## src/rtl/ifu_mem_fill.sv

```systemverilog
// Miss-fill engine behind the IFU instruction cache: takes one line miss at a time,
// issues a single burst read to instruction memory, assembles the beats into a line
// and returns {tag, line} to the cache with a one-cycle fill pulse.
// Optional watchdog: define IFU_FILL_TIMEOUT_EN to abort fills that stall for TIMEOUT cycles.
module ifu_mem_fill #(
  parameter int unsigned ADDR_WIDTH   = 32,
  parameter int unsigned OFFSET_WIDTH = 4,
  parameter int unsigned TAG_WIDTH    = ADDR_WIDTH - OFFSET_WIDTH,
  parameter int unsigned WORD_WIDTH   = 32,
  parameter int unsigned LINE_WIDTH   = 128
`ifdef IFU_FILL_TIMEOUT_EN
  , parameter int unsigned TIMEOUT    = 64
`endif
) (
  input  logic                  Clock,
  input  logic                  Rst,
  input  logic [TAG_WIDTH-1:0]  cache_reqTagIn,
  input  logic                  cache_reqValidIn,
  output logic [TAG_WIDTH-1:0]  cache_rspTagOut,
  output logic [LINE_WIDTH-1:0] cache_rspLineOut,
  output logic                  cache_rspValidOut,
  output logic                  fill_busyOut,
  output logic                  mem_rdReqOut,
  output logic [ADDR_WIDTH-1:0] mem_rdAddrOut,
  input  logic                  mem_rdGntIn,
  input  logic [WORD_WIDTH-1:0] mem_rdDataIn,
  input  logic                  mem_rdDataValidIn,
  output logic                  fill_errOut
);

  localparam int unsigned BEATS = LINE_WIDTH / WORD_WIDTH;
  localparam int unsigned CNT_W = (BEATS > 1) ? $clog2(BEATS) : 1;

  typedef enum logic [1:0] {StIdle, StReq, StWaitData, StResp} state_e;

  state_e                state_q, state_d;
  logic [TAG_WIDTH-1:0]  tag_q, tag_d;
  logic [LINE_WIDTH-1:0] line_q, line_d;
  logic [CNT_W-1:0]      cnt_q, cnt_d;

`ifdef IFU_FILL_TIMEOUT_EN
  localparam int unsigned WDOG_W = $clog2(TIMEOUT + 1);

  logic [WDOG_W-1:0] wdog_q, wdog_d;
  logic              err_q, err_d;
`endif

  // Next-state: request latch, beat assembly and (optionally) the stall watchdog.
  always_comb begin
    state_d = state_q;
    tag_d   = tag_q;
    line_d  = line_q;
    cnt_d   = cnt_q;
`ifdef IFU_FILL_TIMEOUT_EN
    wdog_d  = wdog_q;
    err_d   = err_q;
`endif
    unique case (state_q)
      StIdle: begin
        if (cache_reqValidIn) begin
          tag_d   = cache_reqTagIn;
          state_d = StReq;
        end
      end
      StReq: begin
        if (mem_rdGntIn) begin
          cnt_d   = '0;
          state_d = StWaitData;
        end
      end
      StWaitData: begin
        if (mem_rdDataValidIn) begin
          line_d[cnt_q*WORD_WIDTH +: WORD_WIDTH] = mem_rdDataIn;
          // Counter holds on the last beat rather than wrapping.
          if (cnt_q == CNT_W'(BEATS - 1)) begin
            state_d = StResp;
          end else begin
            cnt_d = cnt_q + 1'b1;
          end
        end
      end
      StResp: state_d = StIdle;
      default: state_d = StIdle;
    endcase
`ifdef IFU_FILL_TIMEOUT_EN
    // Watchdog starts at zero on REQ entry; expiry overrides any beat completion.
    if (state_q == StIdle) begin
      wdog_d = '0;
    end else if (state_q == StReq || state_q == StWaitData) begin
      if (wdog_q == WDOG_W'(TIMEOUT - 1)) begin
        state_d = StIdle;
        err_d   = 1'b1;
      end else begin
        wdog_d = wdog_q + 1'b1;
      end
    end
`endif
  end

  // State register; reset discards any partial line.
  always_ff @(posedge Clock or posedge Rst) begin
    if (Rst) begin
      state_q <= StIdle;
      tag_q   <= '0;
      line_q  <= '0;
      cnt_q   <= '0;
`ifdef IFU_FILL_TIMEOUT_EN
      wdog_q  <= '0;
      err_q   <= 1'b0;
`endif
    end else begin
      state_q <= state_d;
      tag_q   <= tag_d;
      line_q  <= line_d;
      cnt_q   <= cnt_d;
`ifdef IFU_FILL_TIMEOUT_EN
      wdog_q  <= wdog_d;
      err_q   <= err_d;
`endif
    end
  end

  // Outputs come straight from registers or state decode.
  assign cache_rspTagOut   = tag_q;
  assign cache_rspLineOut  = line_q;
  assign cache_rspValidOut = (state_q == StResp);
  assign fill_busyOut      = (state_q != StIdle);
  assign mem_rdReqOut      = (state_q == StReq);
  assign mem_rdAddrOut     = {tag_q, {OFFSET_WIDTH{1'b0}}};
`ifdef IFU_FILL_TIMEOUT_EN
  assign fill_errOut       = err_q;
`else
  assign fill_errOut       = 1'b0;
`endif

endmodule
```

## config.mk

```make
export PLATFORM = sky130hd
export DESIGN_NAME = ifu_mem_fill
export DESIGN_NICKNAME = d
export VERILOG_FILES = /design/src/rtl/ifu_mem_fill.sv
export SDC_FILE = /design/constraint.sdc
export NUM_CORES = 1
export LEC_CHECK = 0
export ABC_AREA = 1
export BUFFER_PORTS_ARGS = -buffer_cell sky130_fd_sc_hd__buf_4
export CAP_MARGIN = 20
export CORE_ASPECT_RATIO = 1.25
export CORE_UTILIZATION = 53
export DETAILED_ROUTE_END_ITERATION = 10
export PLACE_DENSITY = 0.95
export SETUP_SLACK_MARGIN = 0.5
export SLEW_MARGIN = 40
export SYNTH_ARGS = -nofsm -noshare
export SYNTH_HDL_FRONTEND = slang
export SYNTH_SLANG_ARGS = --single-unit
```

## constraint.sdc

```tcl
create_clock -name Clock -period 14.6 [get_ports Clock]
set_clock_uncertainty 0.05 [all_clocks]
set_input_delay 1.46 -clock Clock [delete_from_list [all_inputs] [get_ports Clock]]
set_output_delay 1.46 -clock Clock [all_outputs]
set_load 0.02 [all_outputs]
```

* Yosys cells after proc, flatten, opt, wreduce, memory -nomap -nowiden
Index checks and enable logic that the tools add are counted.
Word-level totals: input bits 65, register bits 160, logic and storage cells 34
Cells by class: add/sub/neg operators 2, equal/unequal tests 9, shift-type cells 2, reduce and logical (&&, ||, !) cells 7, mux-type cells 10
Operators with widths (number):
- bitwise mux 128 bit | 1
- variable shift 32 x 34 -> 128 bit (first input constant) | 1
- indexed part select 32 x 34 -> 128 bit | 1
- negation 7 -> 34 bit | 1
- 2-to-1 mux 2 bit | 7
- != test 2 bit (second input constant) | 4
- one-hot mux 2 bit (4 select lines) | 1
- AND reduction 4 bit | 2
- equality test 2 bit (second input constant) | 3
- one-hot mux 2 bit (2 select lines) | 1
- AND reduction 2 bit | 2
- nonzero test 2 bit | 2
- adder 2 x 1 -> 2 bit (second input constant) | 1
- equality test 2 x 1 -> 1 bit (second input constant) | 1
- logical NOT 2 bit | 1
- != test 2 x 1 -> 1 bit (second input constant) | 1

* Depth between registers and ports, before layout
Gate-level depths: netlist of the first run.
depth in word-level cells 4, mapped depth 9, gate-level depth less buffers 8

* Worst setup path after synthesis of the first run
OpenSTA, ideal clock, no wires.
kind reg2out, start register state_q[0], end output fill_busyOut, arrival time 1.103 ns, cell stages (with the launch flop) 5, path slack 11.987 ns, path through dfrtp_1 > inv_1 > ha_1 > clkbuf_1 > inv_1
On the way: word-level cells in the longest chain between the ends 1
RTL lines:
- from (decl) | RTL line 36 | state_e state_q, state_d;
- from (signal assigned) | RTL line 103 | state_q <= StIdle;
- from (signal assigned) | RTL line 112 | state_q <= state_d;
- nonzero test 2 bit | RTL line 127 | assign fill_busyOut = (state_q != StIdle);
- to (decl) | RTL line 22 | output logic fill_busyOut,
No other way between the ends.

* Final worst setup path of the first run
start input mem_rdDataValidIn, end register line_q[22], in the netlist cache_rspLineOut[22]
On the way: word-level cells in the longest chain between the ends 1
RTL lines:
- from (decl) | RTL line 27 | input logic mem_rdDataValidIn,
- AND reduction 2 bit (no line)
- to (signal assigned) | RTL line 114 | line_q <= line_d;
- to (decl) | RTL line 38 | logic [LINE_WIDTH-1:0] line_q, line_d;
No other way between the ends. A chain may end at the register's enable or synchronous reset.

==> results.cfg, run 1 <==
[setup_path]
critPathCaptureType = flop
cp-start-kind = input pin
path_class = input pin to flop
required_ns = 14.84
ff2ff_setup_slack_ns = 11.67
critical-path-slowest-cell = nor2_4
critPathMostFrequentCell = nand2_1
r2r-end = cache_rspLineOut[22]
r2r-start = state_q[0]
slowest_delay_ns = 0.80
arrival_ns = 3.47
crit_path_max_fanout = 67
cp_cell_sequence = buf_4 -> nand2_4 -> nor2_4 -> inv_2 -> nand2_1 -> nand2_1
reg2reg_depth = 7

[synthesis]
synth_common_cells = nand2_1, dfrtp_1, nand3_1
synth_top_cell_by_area = dfrtp_1
yosysWarnings = 0
synth_edf_count = 0
yosys-top-cells-area = dfrtp_1, nand2_1, nand3_1
postSynthAreaPerCell_um2 = 9.20
yosysMostFrequentCell = nand2_1
synth_seq_area_share_pct = 57.8
synth.top_cell.area_share_pct = 57.8
ys_types = 24
synthFlopType = dfrtp_1
syn_area_um2 = 6930
async_reset_ff_share_pct = 100
synth_seq_cells = 160
syn_inst = 753

[floorplan]
num_rows = 46
core-area_um2 = 12700
dieArea_um2 = 13500
die_y_um = 130
io_pins = 257
initial_core_util_pct = 54.5
die_x_um = 104

[timing]
finalSetupTns_ns = 0
relSlewSlack_pct = 44.7
min_period_ns = 3.22
rsz0062_at_grt = false
max_freq_mhz = 310
worst_slack_ns = 11.38
setup_viol = 0
drv_slew = 0
finalHoldViolCount = 0
fin_crit_sh_pct = 22.1
worstMarginPinSlew_ns = 0.828

[route]
drc = 0
dr.first_iter.drc_count = 361
post_drt_wl_per_cell_um = 17.5
dr_total_vias = 6155
drt-pass1-iter-count = 5
viasPerCell = 5.45
wirelength_mm = 19.8
ant_nets = 0

[worst_hold_path]
hold_class = flop to flop
holdPathStages = 2
hold_path.startpoint = cache_rspLineOut[70]
holdPathEnd = cache_rspLineOut[70]

[cts]
cts_root_buf = clkbuf_16
clock_sinks = 160
cts-hold-fix-buffers = 0
clk_pin_slew_ns = 0.07
post_cts_buffers = 0
h-tree-depth = 4
clock_latency_ns = 0.41
numCtsBuffers = 17
cts_resized = 0
clockBufferDepth = 2
cts_tree = yes

[outcome]
status = completed

[global_route]
grt_pass1_wl_mm = 31.2
antenna_found_initial = 0
gr-total-overflow = 0
grt_max_degree = 99
grt_pass1_vias = 6138
grtUsageTotal_pct = 29.7

[layout]
diodes = 0
nFillCells = 947
area_growth_syn_to_layout_pct = 31.1
final_area_um2 = 9080
nNetsFinal = 1025
drive_gt1_share_pct = 31.0

[placed_design]
dp_hpwl_mm = 13.4
dpl_cell_area_um2 = 8530
preCtsSetupSlack_ns = 11.00
gp_congestion = 0.855
io_buffer_count = 251

[pwr]
p_per_area_nw_per_um2 = 184
ir_worst_vdd_v = 0.000133
p_leak_nw = 4.92

[run]
max_cap_viol_count = 0
## per-layer routing
metal,vias to the layer above,wire length [um],GRT usage [%]
met5,-,0,0
met4,0,854,15.5
met3,63,1330,6.99
met2,353,10300,52.9
met1,2923,7260,33.5
li1,2816,-,-
## logic make-up (layout without fill, tap and decap cells)
logic type / after synthesis / in the layout / share of synthesized area, %
buffers and inverters: 105 / 310 / 9.23
AOI/OAI and AO/OA: 136 / 136 / 9.86
DFF: 160 / 160 / 57.8
other: 1 / 5 / 0.0541
and+or+nand+nor: 341 / 341 / 21.2
adders and majority gates: 10 / 10 / 1.81
## where the power goes
part | switching (mW) | leakage, nW | internal, mW | total, mW
Combinational | 0.431 | 2.50 | 0.232 | 0.662
Sequential | 0.0669 | 2.16 | 0.526 | 0.593
Clock | 0.174 | 0.252 | 0.243 | 0.417
Total | 0.671 | 4.92 | 1.00 | 1.67
## sequential cells by signal, indices dropped and copies added (netlist names)
register / flops
cache_rspLineOut: 128
cache_rspTagOut: 28
cnt_q: 2
state_q: 2
## layout by cell type, fill, tap and decap left out, drive strengths merged
| cell | instances |
|---|---|
| bufinv | 1 |
| nand3 | 98 |
| conb | 5 |
| inv | 24 |
| clkinvlp | 5 |
| dfrtp | 160 |
| nor2 | 8 |
| or2 | 1 |
| ha | 10 |
| o21ai | 135 |
| buf | 255 |
| clkinv | 2 |
| nand2 | 234 |
| clkbuf | 23 |
| a21o | 1 |
## how the worst max path moves through the flow
stage,startpoint,to,slack (ns),cells past startpoint
floorplan,Rst,cache_rspLineOut[0],8.77,1
global placement,mem_rdDataValidIn,cache_rspLineOut[13],11.08,6
detailed placement,mem_rdDataValidIn,cache_rspLineOut[11],11.00,6
CTS,state_q[0],fill_busyOut,11.42,5
global route,mem_rdDataValidIn,cache_rspLineOut[20],11.23,6
finish,mem_rdDataValidIn,cache_rspLineOut[22],11.38,6
## final cells by class
class                   count  area, um2  share of cell area [%]
clock inverters             8       81.3                   0.896
well taps                 168        210                    2.31
flip-flops and latches    160       4000                    44.1
repair buffers            255       1920                    21.1
inverters                  24       98.8                    1.09
clock buffers              23        468                    5.15
multi-input cells         492       2300                    25.3
## through the flow
stage                     util [%]  hold WS (ns)  power (mW)  instances
after detailed placement      67.0         0.422        1.26       1099
final                         71.4         0.433        1.67       1130
after global routing          71.4         0.458        1.76       1130
after floorplan                  -         0.440        1.04        757
after global placement        67.0         0.416        1.24       1099
after CTS                     71.3         0.439        1.68       1130
## worst max-delay path: cells and delay by family
kind | cells | cell delay (ns)
buffers and inverters | 2 | 0.58
and+or+nand+nor | 4 | 1.38
No activity file was read; power rests on OpenSTA's default activity.
==> run 2, diff against run 1 <==
--- a/config.mk
+++ b/config.mk
@@ -9,9 +9,9 @@
 export BUFFER_PORTS_ARGS = -buffer_cell sky130_fd_sc_hd__buf_4
 export CAP_MARGIN = 20
 export CORE_ASPECT_RATIO = 1.25
-export CORE_UTILIZATION = 53
+export CORE_UTILIZATION = 49
 export DETAILED_ROUTE_END_ITERATION = 10
-export PLACE_DENSITY = 0.95
+export PLACE_DENSITY = 0.9
 export SETUP_SLACK_MARGIN = 0.5
 export SLEW_MARGIN = 40
 export SYNTH_ARGS = -nofsm -noshare
==> constraint.sdc (replaced) <==
create_clock -name Clock -period 3.2 [get_ports Clock]
set_clock_uncertainty 0.05 [all_clocks]
set_input_delay 0.32 -clock Clock [delete_from_list [all_inputs] [get_ports Clock]]
set_output_delay 0.32 -clock Clock [all_outputs]
set_load 0.02 [all_outputs]
==> results.cfg, run 2 (synthesis results as in run 1) <==
[route]
routed.top_layer = met4
route.met2.wl_mm = 10.5
ant_nets = 0
dr_total_vias = 6226
drt-pass1-iter-count = 5
route.met3.wl_mm = 1.43
dr.first_iter.drc_count = 401
post_drt_wl_per_cell_um = 17.4
wirelength_mm = 20.0
viasPerCell = 5.44
drc = 0
wl_met1_mm = 7.54

[layout]
mostFrequentLayoutCell = buf_4
drive_gt1_share_pct = 31.8
nNetsFinal = 1032
diodes = 0
layout_common_cells = buf_4, nand2_1, dfrtp_1
largest_register_ffs = 128
area_growth_syn_to_layout_pct = 34.2

[setup_path]
r2r-end = cache_rspLineOut[81]
path_class = flop to flop
arrival_ns = 2.74
reg2reg_depth = 7
crit_end = cache_rspLineOut[81]
cp-start-kind = flop
ff2ff_setup_slack_ns = 0.76
crit_path_max_fanout = 25
worstSetupStartpoint = cnt_q[0]
critPathCaptureType = flop
required_ns = 3.50
r2r-start = cnt_q[0]

[floorplan]
dieArea_um2 = 14600
io_pins = 257
num_rows = 48
die_y_um = 135
die_x_um = 108
initial_core_util_pct = 50.1
core-area_um2 = 13800

[global_route]
antenna_found_initial = 0
grt_max_degree = 61
gr-total-overflow = 0
grt_pass1_wl_mm = 31.1
grtUsageTotal_pct = 27.8
grt_pass1_vias = 5952

[timing]
min_period_ns = 2.44
rsz0062_at_grt = false
fin_crit_sh_pct = 76.3
drv_slew = 0
setup_viol = 0
finalHoldViolCount = 0
worstMarginPinSlew_ns = 0.647
max_freq_mhz = 409
worst_hold_slack_ns = 0.0756
finalSetupTns_ns = 0
relSlewSlack_pct = 56.8

[pwr]
switching_share_pct = 39.0
p_leak_nw = 5.02
p_per_area_nw_per_um2 = 852
clockPowerShare_pct = 27.7
power.switching_mw = 3.09
ir_worst_vdd_v = 0.000536
internal-power_mw = 4.83
power.share.combinational_pct = 38.2
power_frac_seq_pct = 34.1

[cts]
clk_pin_slew_ns = 0.07
clockBufferDepth = 2
cts_tree = yes
clock_latency_ns = 0.42
post_cts_buffers = 0
numCtsBuffers = 17
clock_sinks = 160
cts_root_buf = clkbuf_16
h-tree-depth = 4

[placed_design]
dp_hpwl_mm = 13.8
gp_congestion = 0.850
io_buffer_count = 251

[outcome]
status = completed

[run]
max_cap_viol_count = 0

[worst_hold_path]
hold_class = input pin to flop
[run 2: how the worst min path moves through the flow]
stage | start | end | slack, ns | depth (start not counted)
floorplan | mem_rdDataIn[0] | cache_rspLineOut[0] | 0.41 | 2
global placement | cache_rspLineOut[76] | cache_rspLineOut[76] | 0.42 | 2
detailed placement | Rst | cache_rspLineOut[117] | 0.19 | 2
CTS | cache_reqTagIn[9] | cache_rspTagOut[9] | 0.07 | 3
global route | cache_reqTagIn[16] | cache_rspTagOut[16] | 0.08 | 3
finish | cache_reqTagIn[9] | cache_rspTagOut[9] | 0.08 | 3
[run 2: per-stage QoR]
step | instances | util, % | setup slack (ns) | power [mW] | instance area [um2]
2_1_floorplan | 757 | - | 0.801 | 4.76 | 6950
3_3_place_gp | 1110 | 62.2 | 0.975 | 5.66 | 8590
3_5_place_dp | 1112 | 62.6 | 0.833 | 5.74 | 8640
4_1_cts | 1145 | 67.3 | 0.777 | 7.94 | 9290
5_1_grt | 1145 | 67.3 | 0.586 | 8.29 | 9290
6_report | 1145 | 67.3 | 0.758 | 7.91 | 9290
[run 2: area by class of cell]
cell class / instances / area, um2
flip-flops and latches: 160 / 4000
well taps: 175 / 219
repair buffers: 262 / 2030
clock buffers: 19 / 443
clock inverters: 13 / 198
fillers: 1054 / 4520
multi-input cells: 492 / 2300
inverters: 24 / 95.1
[run 2: power groups by stage]
stage | Clock [mW] | Sequential [mW] | Combinational, mW
after detailed placement | 0 | 2.71 | 3.03
after global placement | 0 | 2.72 | 2.95
after floorplan | 0 | 3.09 | 1.67
after CTS | 2.21 | 2.70 | 3.03
final | 2.20 | 2.70 | 3.02
after global routing | 2.29 | 2.74 | 3.26
[run 2: repair_timing]
item                      4_1_cts  5_1_grt
gates resized for setup         0        0
hold endpoints to repair       18        0
hold buffers                    1        0
[run 2: layer usage]
metal	track usage (%)	vias to the layer above
met3	5.55	42
li1	-	2836
met4	10.6	0
met2	48.7	332
met1	33.7	3016
met5	0	-
[run 2: critical path: stages, from the launching register on]
cell     delay [ns]
dfrtp_1        0.62
inv_2          0.12
ha_1           0.25
inv_1          0.32
nand2_1        0.16
nor2_4         0.53
nand3_1        0.19
nand2_1        0.13
==> run 3, diff against run 2 <==
==> constraint.sdc (replaced) <==
create_clock -name Clock -period 2.3 [get_ports Clock]
set_clock_uncertainty 0.05 [all_clocks]
set_input_delay 0.23 -clock Clock [delete_from_list [all_inputs] [get_ports Clock]]
set_output_delay 0.23 -clock Clock [all_outputs]
set_load 0.02 [all_outputs]
==> results.cfg, run 3 (synthesis results as in run 1) <==
[layout]
mostFrequentLayoutCell = buf_4
largest_register_ffs = 128
drive_gt1_share_pct = 32.7
nFillCells = 988
diodes = 0
fin_util_pct = 71.3
layout_common_cells = buf_4, nand2_1, dfrtp_1
nNetsFinal = 1088
area_growth_syn_to_layout_pct = 42.3
final_area_um2 = 9850

[timing]
worst_slack_ns = 0.414
worstMarginPinSlew_ns = 0.531
relSlewSlack_pct = 64.5
fin_crit_sh_pct = 82.0
min_period_ns = 1.89
setup_viol = 0
rsz0062_at_grt = true
drv_slew = 0
finalHoldViolCount = 0
worst_hold_slack_ns = 0.00727
max_freq_mhz = 530

[route]
ant_nets = 0
dr_total_vias = 6716
post_drt_wl_per_cell_um = 18.8
viasPerCell = 5.59
wirelength_mm = 22.5
dr.first_iter.drc_count = 511
drc = 1
drt-pass1-iter-count = 8

[global_route]
antenna_found_initial = 0
gr-total-overflow = 0
grtUsageTotal_pct = 30.6
grt_pass1_vias = 6505
grt_pass1_wl_mm = 33.9
grt_max_degree = 45

[setup_path]
worst-path-buf-inv = 1
arrival_ns = 2.18
cp-start-kind = flop
cp_cell_sequence = inv_2 -> ha_2 -> nor2_2 -> nand3_2 -> o21ai_0
cp_top_family = simple AND/OR/NAND/NOR gates
crit_path_max_fanout = 8
critPathCaptureType = flop
path_class = flop to flop
slowest_delay_ns = 0.42
critical-path-slowest-cell = dfrtp_1
required_ns = 2.59

[floorplan]
dieArea_um2 = 14600
initial_core_util_pct = 50.1
core-area_um2 = 13800
num_rows = 48
die_x_um = 108
die_y_um = 135
io_pins = 257

[placed_design]
gp_congestion = 0.845
preCtsSetupSlack_ns = 0.276
dpl_cell_area_um2 = 8690
dp_hpwl_mm = 13.9
io_buffer_count = 251

[pwr]
totalPowerFinal_mw = 11.2
p_leak_nw = 5.24
p_per_area_nw_per_um2 = 1140
ir_worst_vdd_v = 0.000763

[cts]
numCtsBuffers = 17
clock_latency_ns = 0.42
clock_sinks = 160
clk_pin_slew_ns = 0.07
cts_root_buf = clkbuf_16
clockBufferDepth = 2
cts_tree = yes
h-tree-depth = 4

[worst_hold_path]
hold_class = input pin to flop

[outcome]
violations = DRC
status = complete, but fails checks

[run]
max_cap_viol_count = 0
==> run 3: cell types whose count changed in the layout (fill, tap and decap cells not counted), sizes merged, moves of 3 or more <==
cell / delta
buf: +19
dlygate4sd3: +34
inv: +3
nand3: +3
==> run 3: worst paths after layout <==
kind,startpoint,end,slack [ns],cells after the start
setup / recovery,cnt_q[0],cache_rspLineOut[112],0.41,5
hold / removal,mem_rdDataIn[10],cache_rspLineOut[10],0.007,3
setup reg to reg,cnt_q[0],cache_rspLineOut[112],0.41,5
hold reg to reg,cache_rspLineOut[1],cache_rspLineOut[1],0.43,2
max in group asynchronous,Rst,cache_rspLineOut[4],1.25,5
min in group asynchronous,Rst,cache_rspLineOut[56],0.29,3
==> run 3: cell type report <==
| cell class | count | area, um2 | share of cell area (%) |
|---|---|---|---|
| Multi-Input combinational cell | 495 | 2360 | 24.0 |
| Sequential cell | 160 | 4000 | 40.6 |
| Clock buffer | 17 | 425 | 4.32 |
| Tap cell | 175 | 219 | 2.22 |
| Inverter | 24 | 106 | 1.08 |
| Clock inverter | 15 | 173 | 1.75 |
| Timing Repair Buffer | 315 | 2560 | 26.0 |
==> run 3: power breakdown <==
group          internal [mW]  switching (mW)
Sequential              3.34           0.390
Clock                   1.64            1.25
Combinational           1.69            2.93
==> run 3: stage by stage <==
stage | TNS [ns] | cells
3_3_place_gp | 0 | 1119
3_5_place_dp | 0 | 1119
6_report | 0 | 1201
5_1_grt | 0 | 1201
2_1_floorplan | -1.41 | 757
4_1_cts | 0 | 1195
==> run 3: repair_timing <==
| item | in CTS | in global routing |
|---|---|---|
| resized for setup | 13 | 12 |
| setup buffers | 7 | 4 |
| pin swaps | 2 | 0 |
| endpoints found under the hold margin | 64 | 0 |
| cloned | 2 | 1 |
| endpoints found under the setup margin | 129 | 130 |
| hold buffers | 35 | 0 |
==> run 3: metal layers <==
layer,vias up,GRT usage (%),share of wire (%)
met1,3227,35.0,35
met2,459,52.9,52
met4,0,14.9,4.1
met5,-,0,0
met3,79,7.82,9.1
li1,2951,-,-
==> run 3: worst min-delay path: stages <==
cell and delay [ns]:
buf_4 0.10, nand3_1 0.07, nand2_1 0.05
